**src/rtl/vx_tex_req_sched_if.sv**
```systemverilog
// ---------------------------------------------------------------------------
// vx_tex_req_sched_if
//
// Request/response bus between the texture request scheduler and one
// texture unit.
//
//   tex_req_valid   scheduler -> unit   request valid
//   tex_req_data    scheduler -> unit   opaque request payload (DATAW)
//   tex_req_tag     scheduler -> unit   {requester tag, channel id} (TAGW)
//   tex_req_ready   unit -> scheduler   request accept
//   tex_rsp_valid   unit -> scheduler   response valid
//   tex_rsp_texels  unit -> scheduler   NUM_LANES x 32-bit texels
//   tex_rsp_tag     unit -> scheduler   returned {requester tag, channel id}
//   tex_rsp_ready   scheduler -> unit   response accept
//
// master: the scheduler side.  slave: the texture unit side.
// ---------------------------------------------------------------------------
interface vx_tex_req_sched_if #(
  parameter int DATAW     = 128,
  parameter int TAGW      = 10,
  parameter int NUM_LANES = 4
);

  logic                      tex_req_valid;
  logic [DATAW-1:0]          tex_req_data;
  logic [TAGW-1:0]           tex_req_tag;
  logic                      tex_req_ready;

  logic                      tex_rsp_valid;
  logic [NUM_LANES*32-1:0]   tex_rsp_texels;
  logic [TAGW-1:0]           tex_rsp_tag;
  logic                      tex_rsp_ready;

  modport master (
    output tex_req_valid,
    output tex_req_data,
    output tex_req_tag,
    input  tex_req_ready,
    input  tex_rsp_valid,
    input  tex_rsp_texels,
    input  tex_rsp_tag,
    output tex_rsp_ready
  );

  modport slave (
    input  tex_req_valid,
    input  tex_req_data,
    input  tex_req_tag,
    output tex_req_ready,
    output tex_rsp_valid,
    output tex_rsp_texels,
    output tex_rsp_tag,
    input  tex_rsp_ready
  );

endinterface

```
**src/rtl/vx_tex_req_sched.sv**
```systemverilog
// ---------------------------------------------------------------------------
// vx_tex_req_sched
//
// Front-end scheduler for one texture unit. Merges NUM_REQS requester
// channels onto the single texture request port with round-robin
// arbitration, limits outstanding requests per channel, and steers
// responses back to the originating channel by the channel id carried in
// the low bits of the tag.
//
// Ports:
//   clk, reset           clock, synchronous active-high reset
//   req_valid/data/tag   per-channel request inputs (packed, channel 0 low)
//   req_ready            per-channel accept (at most one high per cycle)
//   tex_bus              texture unit request/response bus (master side)
//   rsp_valid/texels/tag per-channel response outputs (packed)
//   rsp_ready            per-channel response accept
//   drain                level input; blocks new request accepts
//   idle                 registered: nothing pending, nothing buffered
//   perf_stall_cycles    wrapping count of cycles with a stalled requester
// ---------------------------------------------------------------------------
module vx_tex_req_sched #(
  parameter int NUM_REQS      = 4,
  parameter int NUM_LANES     = 4,
  parameter int DATAW         = 128,
  parameter int TAG_WIDTH     = 8,
  parameter int MAX_PENDING   = 8,
  parameter int PERF_CTR_BITS = 32
) (
  input  logic                                clk,
  input  logic                                reset,

  input  logic [NUM_REQS-1:0]                 req_valid,
  input  logic [NUM_REQS*DATAW-1:0]           req_data,
  input  logic [NUM_REQS*TAG_WIDTH-1:0]       req_tag,
  output logic [NUM_REQS-1:0]                 req_ready,

  vx_tex_req_sched_if.master                  tex_bus,

  output logic [NUM_REQS-1:0]                 rsp_valid,
  output logic [NUM_REQS*NUM_LANES*32-1:0]    rsp_texels,
  output logic [NUM_REQS*TAG_WIDTH-1:0]       rsp_tag,
  input  logic [NUM_REQS-1:0]                 rsp_ready,

  input  logic                                drain,
  output logic                                idle,
  output logic [PERF_CTR_BITS-1:0]            perf_stall_cycles
);

  localparam int CH_BITS = (NUM_REQS > 1) ? $clog2(NUM_REQS) : 1;
  localparam int PEND_W  = $clog2(MAX_PENDING + 1);
  localparam int TEXW    = NUM_LANES * 32;
  localparam int XTAGW   = TAG_WIDTH + CH_BITS;

  // Channel indices are handled one bit wider so the modulo wrap and the
  // legality check are not constant comparisons for power-of-two NUM_REQS.
  localparam logic [CH_BITS:0]    NUM_REQS_X = (CH_BITS+1)'(NUM_REQS);
  localparam logic [CH_BITS:0]    CH_ONE_X   = (CH_BITS+1)'(1);
  localparam logic [PEND_W-1:0]   MAX_PEND_P = PEND_W'(MAX_PENDING);
  localparam logic [PEND_W-1:0]   PEND_ONE   = PEND_W'(1);
  localparam logic [PERF_CTR_BITS-1:0] PERF_ONE = PERF_CTR_BITS'(1);

  // ---------------------------------------------------------------------
  // State
  // ---------------------------------------------------------------------
  logic [CH_BITS-1:0]   rr_ptr;
  logic [PEND_W-1:0]    pending      [NUM_REQS];
  logic [PEND_W-1:0]    pending_next [NUM_REQS];

  logic                 out_valid;
  logic                 out_valid_next;
  logic [DATAW-1:0]     out_data;
  logic [XTAGW-1:0]     out_tag;

  logic [NUM_REQS-1:0]  rsp_valid_next;
  logic                 idle_next;

  // ---------------------------------------------------------------------
  // Request side: eligibility, round-robin grant, output register
  // ---------------------------------------------------------------------
  logic [NUM_REQS-1:0]  eligible;
  logic                 grant_found;
  logic [CH_BITS-1:0]   grant_idx;
  logic [CH_BITS:0]     scan_idx;
  logic [CH_BITS:0]     ptr_inc;
  logic [CH_BITS-1:0]   ptr_next;
  logic                 out_free;
  logic                 accept;
  logic [DATAW-1:0]     sel_data;
  logic [TAG_WIDTH-1:0] sel_tag;

  // Reset is folded into eligibility so no request is granted while the
  // block is being reset.
  always_comb begin
    for (int i = 0; i < NUM_REQS; i++) begin
      eligible[i] = req_valid[i] && (pending[i] < MAX_PEND_P) && !drain && !reset;
    end
  end

  // Search starts at rr_ptr and wraps; the first eligible channel wins.
  always_comb begin
    grant_found = 1'b0;
    grant_idx   = '0;
    scan_idx    = '0;
    for (int k = 0; k < NUM_REQS; k++) begin
      scan_idx = {1'b0, rr_ptr} + (CH_BITS+1)'(k);
      if (scan_idx >= NUM_REQS_X) begin
        scan_idx = scan_idx - NUM_REQS_X;
      end
      if (!grant_found && eligible[scan_idx[CH_BITS-1:0]]) begin
        grant_found = 1'b1;
        grant_idx   = scan_idx[CH_BITS-1:0];
      end
    end
  end

  always_comb begin
    ptr_inc  = {1'b0, grant_idx} + CH_ONE_X;
    ptr_next = (ptr_inc >= NUM_REQS_X) ? '0 : ptr_inc[CH_BITS-1:0];
  end

  // The single output slot can take a new entry when empty or when its
  // current entry leaves this cycle.
  assign out_free = !out_valid || tex_bus.tex_req_ready;
  assign accept   = grant_found && out_free;

  always_comb begin
    req_ready = '0;
    if (accept) begin
      req_ready[grant_idx] = 1'b1;
    end
  end

  always_comb begin
    sel_data = '0;
    sel_tag  = '0;
    for (int i = 0; i < NUM_REQS; i++) begin
      if (grant_idx == CH_BITS'(i)) begin
        sel_data = req_data[i*DATAW +: DATAW];
        sel_tag  = req_tag[i*TAG_WIDTH +: TAG_WIDTH];
      end
    end
  end

  always_comb begin
    out_valid_next = out_valid;
    if (accept) begin
      out_valid_next = 1'b1;
    end else if (tex_bus.tex_req_ready) begin
      out_valid_next = 1'b0;
    end
  end

  // Data and tag only change on accept, so they hold while stalled.
  always_ff @(posedge clk) begin
    if (reset) begin
      out_valid <= 1'b0;
      out_data  <= '0;
      out_tag   <= '0;
      rr_ptr    <= '0;
    end else begin
      out_valid <= out_valid_next;
      if (accept) begin
        out_data <= sel_data;
        out_tag  <= {sel_tag, grant_idx};
        rr_ptr   <= ptr_next;
      end
    end
  end

  assign tex_bus.tex_req_valid = out_valid;
  assign tex_bus.tex_req_data  = out_data;
  assign tex_bus.tex_req_tag   = out_tag;

  // ---------------------------------------------------------------------
  // Response side: demux by channel id into 1-deep per-channel registers
  // ---------------------------------------------------------------------
  logic [CH_BITS-1:0]   rsp_ch;
  logic                 rsp_ch_legal;
  logic                 rsp_accept_ok;
  logic                 rsp_fire;
  logic [NUM_REQS-1:0]  rsp_load;
  logic [NUM_REQS-1:0]  rsp_take;

  assign rsp_ch       = tex_bus.tex_rsp_tag[CH_BITS-1:0];
  assign rsp_ch_legal = ({1'b0, rsp_ch} < NUM_REQS_X);

  // An out-of-range channel matches no register, so it is accepted and
  // dropped. A held register may refill in the cycle it is being consumed.
  always_comb begin
    rsp_accept_ok = 1'b1;
    for (int i = 0; i < NUM_REQS; i++) begin
      if (rsp_ch == CH_BITS'(i)) begin
        rsp_accept_ok = !rsp_valid[i] || rsp_ready[i];
      end
    end
    if (reset) begin
      rsp_accept_ok = 1'b0;
    end
  end

  assign tex_bus.tex_rsp_ready = rsp_accept_ok;
  assign rsp_fire = tex_bus.tex_rsp_valid && rsp_accept_ok;

  always_comb begin
    for (int i = 0; i < NUM_REQS; i++) begin
      rsp_load[i]       = rsp_fire && (rsp_ch == CH_BITS'(i));
      rsp_take[i]       = rsp_valid[i] && rsp_ready[i];
      rsp_valid_next[i] = rsp_load[i] ? 1'b1 : (rsp_ready[i] ? 1'b0 : rsp_valid[i]);
    end
  end

  always_ff @(posedge clk) begin
    if (reset) begin
      rsp_valid  <= '0;
      rsp_texels <= '0;
      rsp_tag    <= '0;
    end else begin
      rsp_valid <= rsp_valid_next;
      for (int i = 0; i < NUM_REQS; i++) begin
        if (rsp_load[i]) begin
          rsp_texels[i*TEXW +: TEXW]           <= tex_bus.tex_rsp_texels;
          rsp_tag[i*TAG_WIDTH +: TAG_WIDTH]    <= tex_bus.tex_rsp_tag[XTAGW-1:CH_BITS];
        end
      end
    end
  end

  always_ff @(posedge clk) begin
    if (!reset && tex_bus.tex_rsp_valid) begin
      assert (rsp_ch_legal);
    end
  end

  // ---------------------------------------------------------------------
  // Per-channel outstanding counters
  // ---------------------------------------------------------------------
  // Simultaneous accept and consume cancel out. Decrement at zero is held
  // at zero so responses arriving after a reset cannot underflow.
  always_comb begin
    for (int i = 0; i < NUM_REQS; i++) begin
      pending_next[i] = pending[i];
      if (req_ready[i] && !rsp_take[i]) begin
        pending_next[i] = pending[i] + PEND_ONE;
      end else if (rsp_take[i] && !req_ready[i] && (pending[i] != '0)) begin
        pending_next[i] = pending[i] - PEND_ONE;
      end
    end
  end

  always_ff @(posedge clk) begin
    if (reset) begin
      for (int i = 0; i < NUM_REQS; i++) begin
        pending[i] <= '0;
      end
    end else begin
      for (int i = 0; i < NUM_REQS; i++) begin
        pending[i] <= pending_next[i];
      end
    end
  end

  // ---------------------------------------------------------------------
  // Idle flag and stall counter
  // ---------------------------------------------------------------------
  // Idle is built from next-state values so it reflects the state the
  // block holds in the same cycle the flag is visible.
  always_comb begin
    idle_next = !out_valid_next && (rsp_valid_next == '0);
    for (int i = 0; i < NUM_REQS; i++) begin
      if (pending_next[i] != '0) begin
        idle_next = 1'b0;
      end
    end
  end

  always_ff @(posedge clk) begin
    if (reset) begin
      idle              <= 1'b1;
      perf_stall_cycles <= '0;
    end else begin
      idle <= idle_next;
      if (|(req_valid & ~req_ready)) begin
        perf_stall_cycles <= perf_stall_cycles + PERF_ONE;
      end
    end
  end

endmodule
```
**src/flat_wrapper.sv**
```systemverilog
// flat-port wrapper written by rule: the top's interface ports become plain ports
module vx_tex_req_sched_flat 
#(
  parameter int NUM_REQS      = 4,
  parameter int NUM_LANES     = 4,
  parameter int DATAW         = 128,
  parameter int TAG_WIDTH     = 8,
  parameter int MAX_PENDING   = 8,
  parameter int PERF_CTR_BITS = 32
)
  (clk, reset, req_valid, req_data, req_tag, req_ready, rsp_valid, rsp_texels, rsp_tag, rsp_ready, drain, idle, perf_stall_cycles, tex_bus_tex_req_valid, tex_bus_tex_req_data, tex_bus_tex_req_tag, tex_bus_tex_req_ready, tex_bus_tex_rsp_valid, tex_bus_tex_rsp_texels, tex_bus_tex_rsp_tag, tex_bus_tex_rsp_ready);
  vx_tex_req_sched_if #(.DATAW(DATAW), .NUM_LANES(NUM_LANES)) tex_bus_i ();
  input  logic clk;
  input  logic reset;
  input  logic [NUM_REQS-1:0] req_valid;
  input  logic [NUM_REQS*DATAW-1:0] req_data;
  input  logic [NUM_REQS*TAG_WIDTH-1:0] req_tag;
  output logic [NUM_REQS-1:0] req_ready;
  output logic [NUM_REQS-1:0] rsp_valid;
  output logic [NUM_REQS*NUM_LANES*32-1:0] rsp_texels;
  output logic [NUM_REQS*TAG_WIDTH-1:0] rsp_tag;
  input  logic [NUM_REQS-1:0] rsp_ready;
  input  logic drain;
  output logic idle;
  output logic [PERF_CTR_BITS-1:0] perf_stall_cycles;
  output wire logic [$bits(tex_bus_i.tex_req_valid)-1:0] tex_bus_tex_req_valid;
  output wire logic [$bits(tex_bus_i.tex_req_data)-1:0] tex_bus_tex_req_data;
  output wire logic [$bits(tex_bus_i.tex_req_tag)-1:0] tex_bus_tex_req_tag;
  input wire logic [$bits(tex_bus_i.tex_req_ready)-1:0] tex_bus_tex_req_ready;
  input wire logic [$bits(tex_bus_i.tex_rsp_valid)-1:0] tex_bus_tex_rsp_valid;
  input wire logic [$bits(tex_bus_i.tex_rsp_texels)-1:0] tex_bus_tex_rsp_texels;
  input wire logic [$bits(tex_bus_i.tex_rsp_tag)-1:0] tex_bus_tex_rsp_tag;
  output wire logic [$bits(tex_bus_i.tex_rsp_ready)-1:0] tex_bus_tex_rsp_ready;
  assign tex_bus_tex_req_valid = tex_bus_i.tex_req_valid;
  assign tex_bus_tex_req_data = tex_bus_i.tex_req_data;
  assign tex_bus_tex_req_tag = tex_bus_i.tex_req_tag;
  assign tex_bus_i.tex_req_ready = tex_bus_tex_req_ready;
  assign tex_bus_i.tex_rsp_valid = tex_bus_tex_rsp_valid;
  assign tex_bus_i.tex_rsp_texels = tex_bus_tex_rsp_texels;
  assign tex_bus_i.tex_rsp_tag = tex_bus_tex_rsp_tag;
  assign tex_bus_tex_rsp_ready = tex_bus_i.tex_rsp_ready;
  vx_tex_req_sched #(.NUM_REQS(NUM_REQS), .NUM_LANES(NUM_LANES), .DATAW(DATAW), .TAG_WIDTH(TAG_WIDTH), .MAX_PENDING(MAX_PENDING), .PERF_CTR_BITS(PERF_CTR_BITS)) u_core (.clk(clk), .reset(reset), .req_valid(req_valid), .req_data(req_data), .req_tag(req_tag), .req_ready(req_ready), .tex_bus(tex_bus_i), .rsp_valid(rsp_valid), .rsp_texels(rsp_texels), .rsp_tag(rsp_tag), .rsp_ready(rsp_ready), .drain(drain), .idle(idle), .perf_stall_cycles(perf_stall_cycles));
endmodule
```
**config.mk**
```make
export PLATFORM = sky130hd
export DESIGN_NAME = vx_tex_req_sched_flat
export DESIGN_NICKNAME = d
export VERILOG_FILES = /design/src/rtl/vx_tex_req_sched_if.sv /design/src/rtl/vx_tex_req_sched.sv /design/src/flat_wrapper.sv
export SDC_FILE = /design/constraint.sdc
export NUM_CORES = 2
export LEC_CHECK = 0
export ABC_AREA = 1
export CORE_AREA = 2 2 560 562
export CTS_CLUSTER_DIAMETER = 100
export DETAILED_ROUTE_END_ITERATION = 7
export DIE_AREA = 0 0 562 564
export PLACE_DENSITY = 0.31
export SYNTH_ARGS = -nofsm -noshare
export SYNTH_HDL_FRONTEND = slang
export SYNTH_SLANG_ARGS = --single-unit
```
**constraint.sdc**
```tcl
create_clock -name clk -period 4.3 [get_ports clk]
set_clock_uncertainty 0.15 [all_clocks]
set_input_delay 0.43 -clock clk [delete_from_list [all_inputs] [get_ports clk]]
set_output_delay 0.43 -clock clk [all_outputs]
set_load 0.01 [all_outputs]
```
==> results.txt <==
----------------------------------------------------
[STA]
  Number of setup violations in the final report ... 0
  Final-report max-slew violation count ... 0
  Period utilization ... 91.4%
  Transition time at the pin with the least slew margin ... roughly 1100 ps
  Post-route setup TNS ... 0 ps
  RSZ-0062 raised after global routing ... no
  Final count of hold timing violations ... 0
  Time the final worst path needs with I/O delays and setup ... 3930 ps
  Normalized max-slew margin ... 26.7%
  Maximum clock frequency ... 254 MHz

[Setup path]
  Critical-path top delay cell ... dfxtp_2
  Slack of the worst reg-to-reg path ... 680 ps
  Number of cells on the critical path ... 13
  Reg2reg path depth ... 18
  Combined buffer and inverter count along the critical path ... 5
  Top Family by Delay on Critical Path ... simple AND/OR/NAND/NOR gates
  Class of the most critical setup path ... reg -> out
  List of cells traversed by the critical path ... inv_1 > nand3_1 > nand2_1 > o21ai_2 > and3_1 > buf_4 > nand3_1 > and3_1 > inv_1 > ha_1 > nand3_2 > inv_2 > buf_12
  Worst R2R End ... u_core.tex_bus.tex_req_data[104]
  Worst flop-to-flop path startpoint ... u_core.rr_ptr[0]
  CP max FO ... 10
  Data arrival time of the critical path ... 3350 ps
  Required @ worst endpoint ... 3720 ps
  Startpoint class of the critical path ... register
  Crit path capture type ... output pin
  Critical Path Max Stage Delay ... 440 ps

[Placement]
  Routability cong. ... 0.892
  Input/output buffers ... 1419
  Number of placed cells counting well taps ... 9732
  Detail Placement HPWL ... 189000 um

[Global route]
  Global Route met3 Usage ... 5.11%
  Initial antenna violation count ... 94
  Busiest layer in global routing ... met2
  Global routing usage on met1 ... 18.5%
  Pin count of the biggest net entering global routing ... 177
  First-pass GRT wire length ... 311000 um
  GRT overflow ... 0
  Met2 track utilization from global routing ... 22.0%
  Vias in the first global route ... ~35000
  GR Util All Layers ... 14.2%

[Drt]
  Detail-routed via count per cell ... 3.54
  Count of TritonRoute iterations in the first routing pass ... 5
  Wirelength per Cell ... 23.6 um
  DR iter-0 viols ... 2054
  Detailed-route DRC error count ... 0
  Final routed wirelength across all metal layers ... 235000 um
  Via Count ... around 35000
  Post-route ant nets ... 0

[Layout]
  Register cell area after layout ... 0.0148 sq mm
  Share of layout cells above drive strength 1 ... 7.43%
  Signed area change from the synthesized netlist to the final layout ... 76.5%
  Number of fill cells ... 35242
  Fin nets ... around 6400
  Final standard cell count with taps included and fillers excluded ... 9959
  Multi-input logic area ... 0.0137 sq mm

[Synth]
  Asr flop ratio synth ... 0%
  Synthesized area per cell ... 7.28 sq um
  Most used DFF post-synth ... dfxtp_1
  Number of different library cells in the post-synthesis netlist ... 40
  Yosys warnings ... 0
  Flop and latch count out of synthesis ... 738
  Number of nets in the synthesized netlist ... 5035
  Post-Syn Area ... 0.0315 sq mm
  EDFF count, synth ... 0
  Count of mapped cells out of synthesis ... 4327
  Sequential element share of the synthesized area ... 46.9%

[Worst hold path]
  Cell depth of the worst min-delay path ... 3
  Worst Hold Endpoint ... u_core.rsp_texels[385]
  HP Start ... tex_bus_tex_rsp_texels[1]
  Hold Crit Class ... in -> reg

[Clock network]
  Number of clock sinks seen by CTS ... about 740
  Clock-pin slew on the worst setup and hold paths ... 60 ps
  Clock root buffer master ... clkbuf_16
  Max Root-Sink Buffers ... 4
  H-tree depth ... 3
  Number of clock buffers inserted by TritonCTS ... 111
  TritonCTS clock tree ... built
  Worst-skew pair later-pin latency ... 780 ps

[Floorplan]
  Initial standard-cell utilization of the core ... 10.1%
  Number of top-level pins ... around 1400
  Number of placement rows ... slightly above 200
  Die area ... between 0.3 and 0.4 sq mm
  Die Span Y ... 564 um
  Core area ... 0.311 sq mm
  Die X-Extent ... around 560 um

[Power and ir drop]
  Switch Pwr ... 17.0 mW
  Internal Pwr Total ... between 20 and 25 mW
  Comb power frac ... between 50% and 60%
  Maximum ir drop on the vdd rail ... around 0.44 mV
  Clock power frac ... 24.5%
  Switching power as a share of total power ... roughly 44%
  Power per standard cell area ... 689 mW/mm^2
  Leakage power total ... 19.5 nW
  Share of power burned in registers ... 21.2%

[Flow run]
  Reported max-cap violation count ... 0

[Status]
  Status ... finished clean

----------------------------------------------------
[cells in the mapped netlist, types with 2 or more instances]
library cell	n	area, sq um
xor2_1	25	219
clkbuf_1	299	1120
mux2i_1	2	20.0
nor3b_1	3	22.5
nor2_1	198	743
inv_2	8	30.0
nor4_1	6	37.5
a31oi_1	5	31.3
nand2_2	22	138
nand3_1	195	976
inv_1	467	1750
dfxtp_1	738	14800
nand3_2	3	30.0
a21oi_2	19	166
nor2_4	2	22.5
o21ai_1	2	10.0
nand4_1	11	68.8
a211oi_1	136	1020
a21oi_1	710	3550
nand2_1	690	2590
o21ai_0	686	3430
o22ai_4	2	40.0
buf_2	16	80.1
and3_1	2	12.5
ha_1	13	163
buf_8	2	30.0
buf_1	21	78.8
xnor2_1	9	78.8
nor3_1	24	120
[sequential cells by signal (all words and copies together) (netlist names)]
register                      count
u_core.rsp_valid                  4
u_core.rr_ptr                     2
u_core.idle                       1
u_core.perf_stall_cycles         32
u_core.tex_bus.tex_req_tag       10
u_core.pending                   16
u_core.tex_bus.tex_req_data     128
u_core.rsp_tag                   32
u_core.rsp_texels               512
u_core.tex_bus.tex_req_valid      1
[power by group through the flow]
stage	logic (mW)	registers, mW	clock network, mW
3_5_place_dp	21.0	8.26	0
5_1_grt	22.9	8.20	10.0
3_3_place_gp	21.0	8.25	0
4_1_cts	21.1	8.12	9.81
2_1_floorplan	9.00	8.40	0
6_report	20.8	8.11	9.39
[through the flow]
| step | util, % | area (sq um) | hold slack [ps] | power (mW) | setup slack, ps |
|---|---|---|---|---|---|
| 2_1_floorplan | - | 31500 | 317 | 17.4 | 1140 |
| 3_3_place_gp | 16.7 | 51800 | 280 | 29.3 | 0.625 |
| 3_5_place_dp | 16.7 | 51800 | 283 | 29.3 | 104 |
| 4_1_cts | 17.8 | 55500 | 6.77 | 39.0 | 51.6 |
| 5_1_grt | 17.9 | 55500 | 67.0 | 41.1 | 69.6 |
| 6_report | 17.9 | 55600 | 106 | 38.3 | 369 |
[cell usage in the layout (no fill, tap or decap), types with 9 or more instances in the layout]
cell type | Yosys | routed
clkdlybuf4s50_1 | 0 | 1414
dfxtp_1 | 738 | 737
a21oi_1 | 710 | 710
nand2_1 | 690 | 690
o21ai_0 | 686 | 686
inv_1 | 467 | 465
nor2_1 | 198 | 198
nand3_1 | 195 | 192
a211oi_1 | 136 | 136
buf_4 | 0 | 129
clkbuf_16 | 0 | 111
buf_12 | 1 | 61
diode_2 | 0 | 33
xor2_1 | 25 | 25
clkbuf_1 | 299 | 25
nor3_1 | 24 | 24
clkbuf_8 | 0 | 24
nand2_2 | 22 | 22
a21oi_2 | 19 | 19
nand4_1 | 11 | 11
ha_1 | 13 | 10
clkinv_2 | 0 | 10
xnor2_1 | 9 | 9
[cell type report]
type                    instances  share of cell area, %
inverters                     476                   3.27
flip-flops and latches        738                   26.6
repair buffers               1607                   29.5
clock buffers                 160                   5.76
clock inverters                32                  0.838
diodes                         33                  0.149
multi-input cells            2773                   24.6
well taps                    4140                   9.32
[tightest hold or removal path, stage by stage]
cell and delay (ps):
clkdlybuf4s50_1 470, nand2_1 100, a21oi_1 60
[how the worst max path moves through the flow]
stage,from,end
finish,u_core.rr_ptr[0],req_ready[3]
detailed placement,req_valid[2],u_core.tex_bus.tex_req_data[104]
global route,u_core.rr_ptr[0],req_ready[3]
CTS,u_core.rr_ptr[0],req_ready[3]
global placement,req_valid[2],u_core.tex_bus.tex_req_data[104]
floorplan,req_valid[2],u_core.tex_bus.tex_req_data[125]
[layer usage]
metal,wire (um),vias to the layer above
li1,-,17199
met1,105000,16436
met2,102000,1321
met3,22200,274
met4,5640,50
met5,339,-
[kinds of logic (layout without fill, tap and decap cells)]
kind of cell / Yosys count / after routing / synth area share, %
AO/OA/AOI/OAI: 1563 / 1563 / 26.3
AND/OR/NAND/NOR: 1161 / 1161 / 15.3
buffers and inverters: 816 / 2275 / 9.94
flip-flops: 738 / 738 / 46.9
XOR/XNOR: 34 / 34 / 0.946
adder cells (fa/ha/maj): 13 / 13 / 0.517
multiplexers: 2 / 2 / 0.0636
other: 0 / 33 / 0
[repair_timing]
item,CTS,global route
endpoints found under the setup margin,0,3
gates resized for setup,0,1
hold endpoints to repair,16,0
setup buffers,0,0
hold buffers,2,0
(Power assumes the default switching activity.)
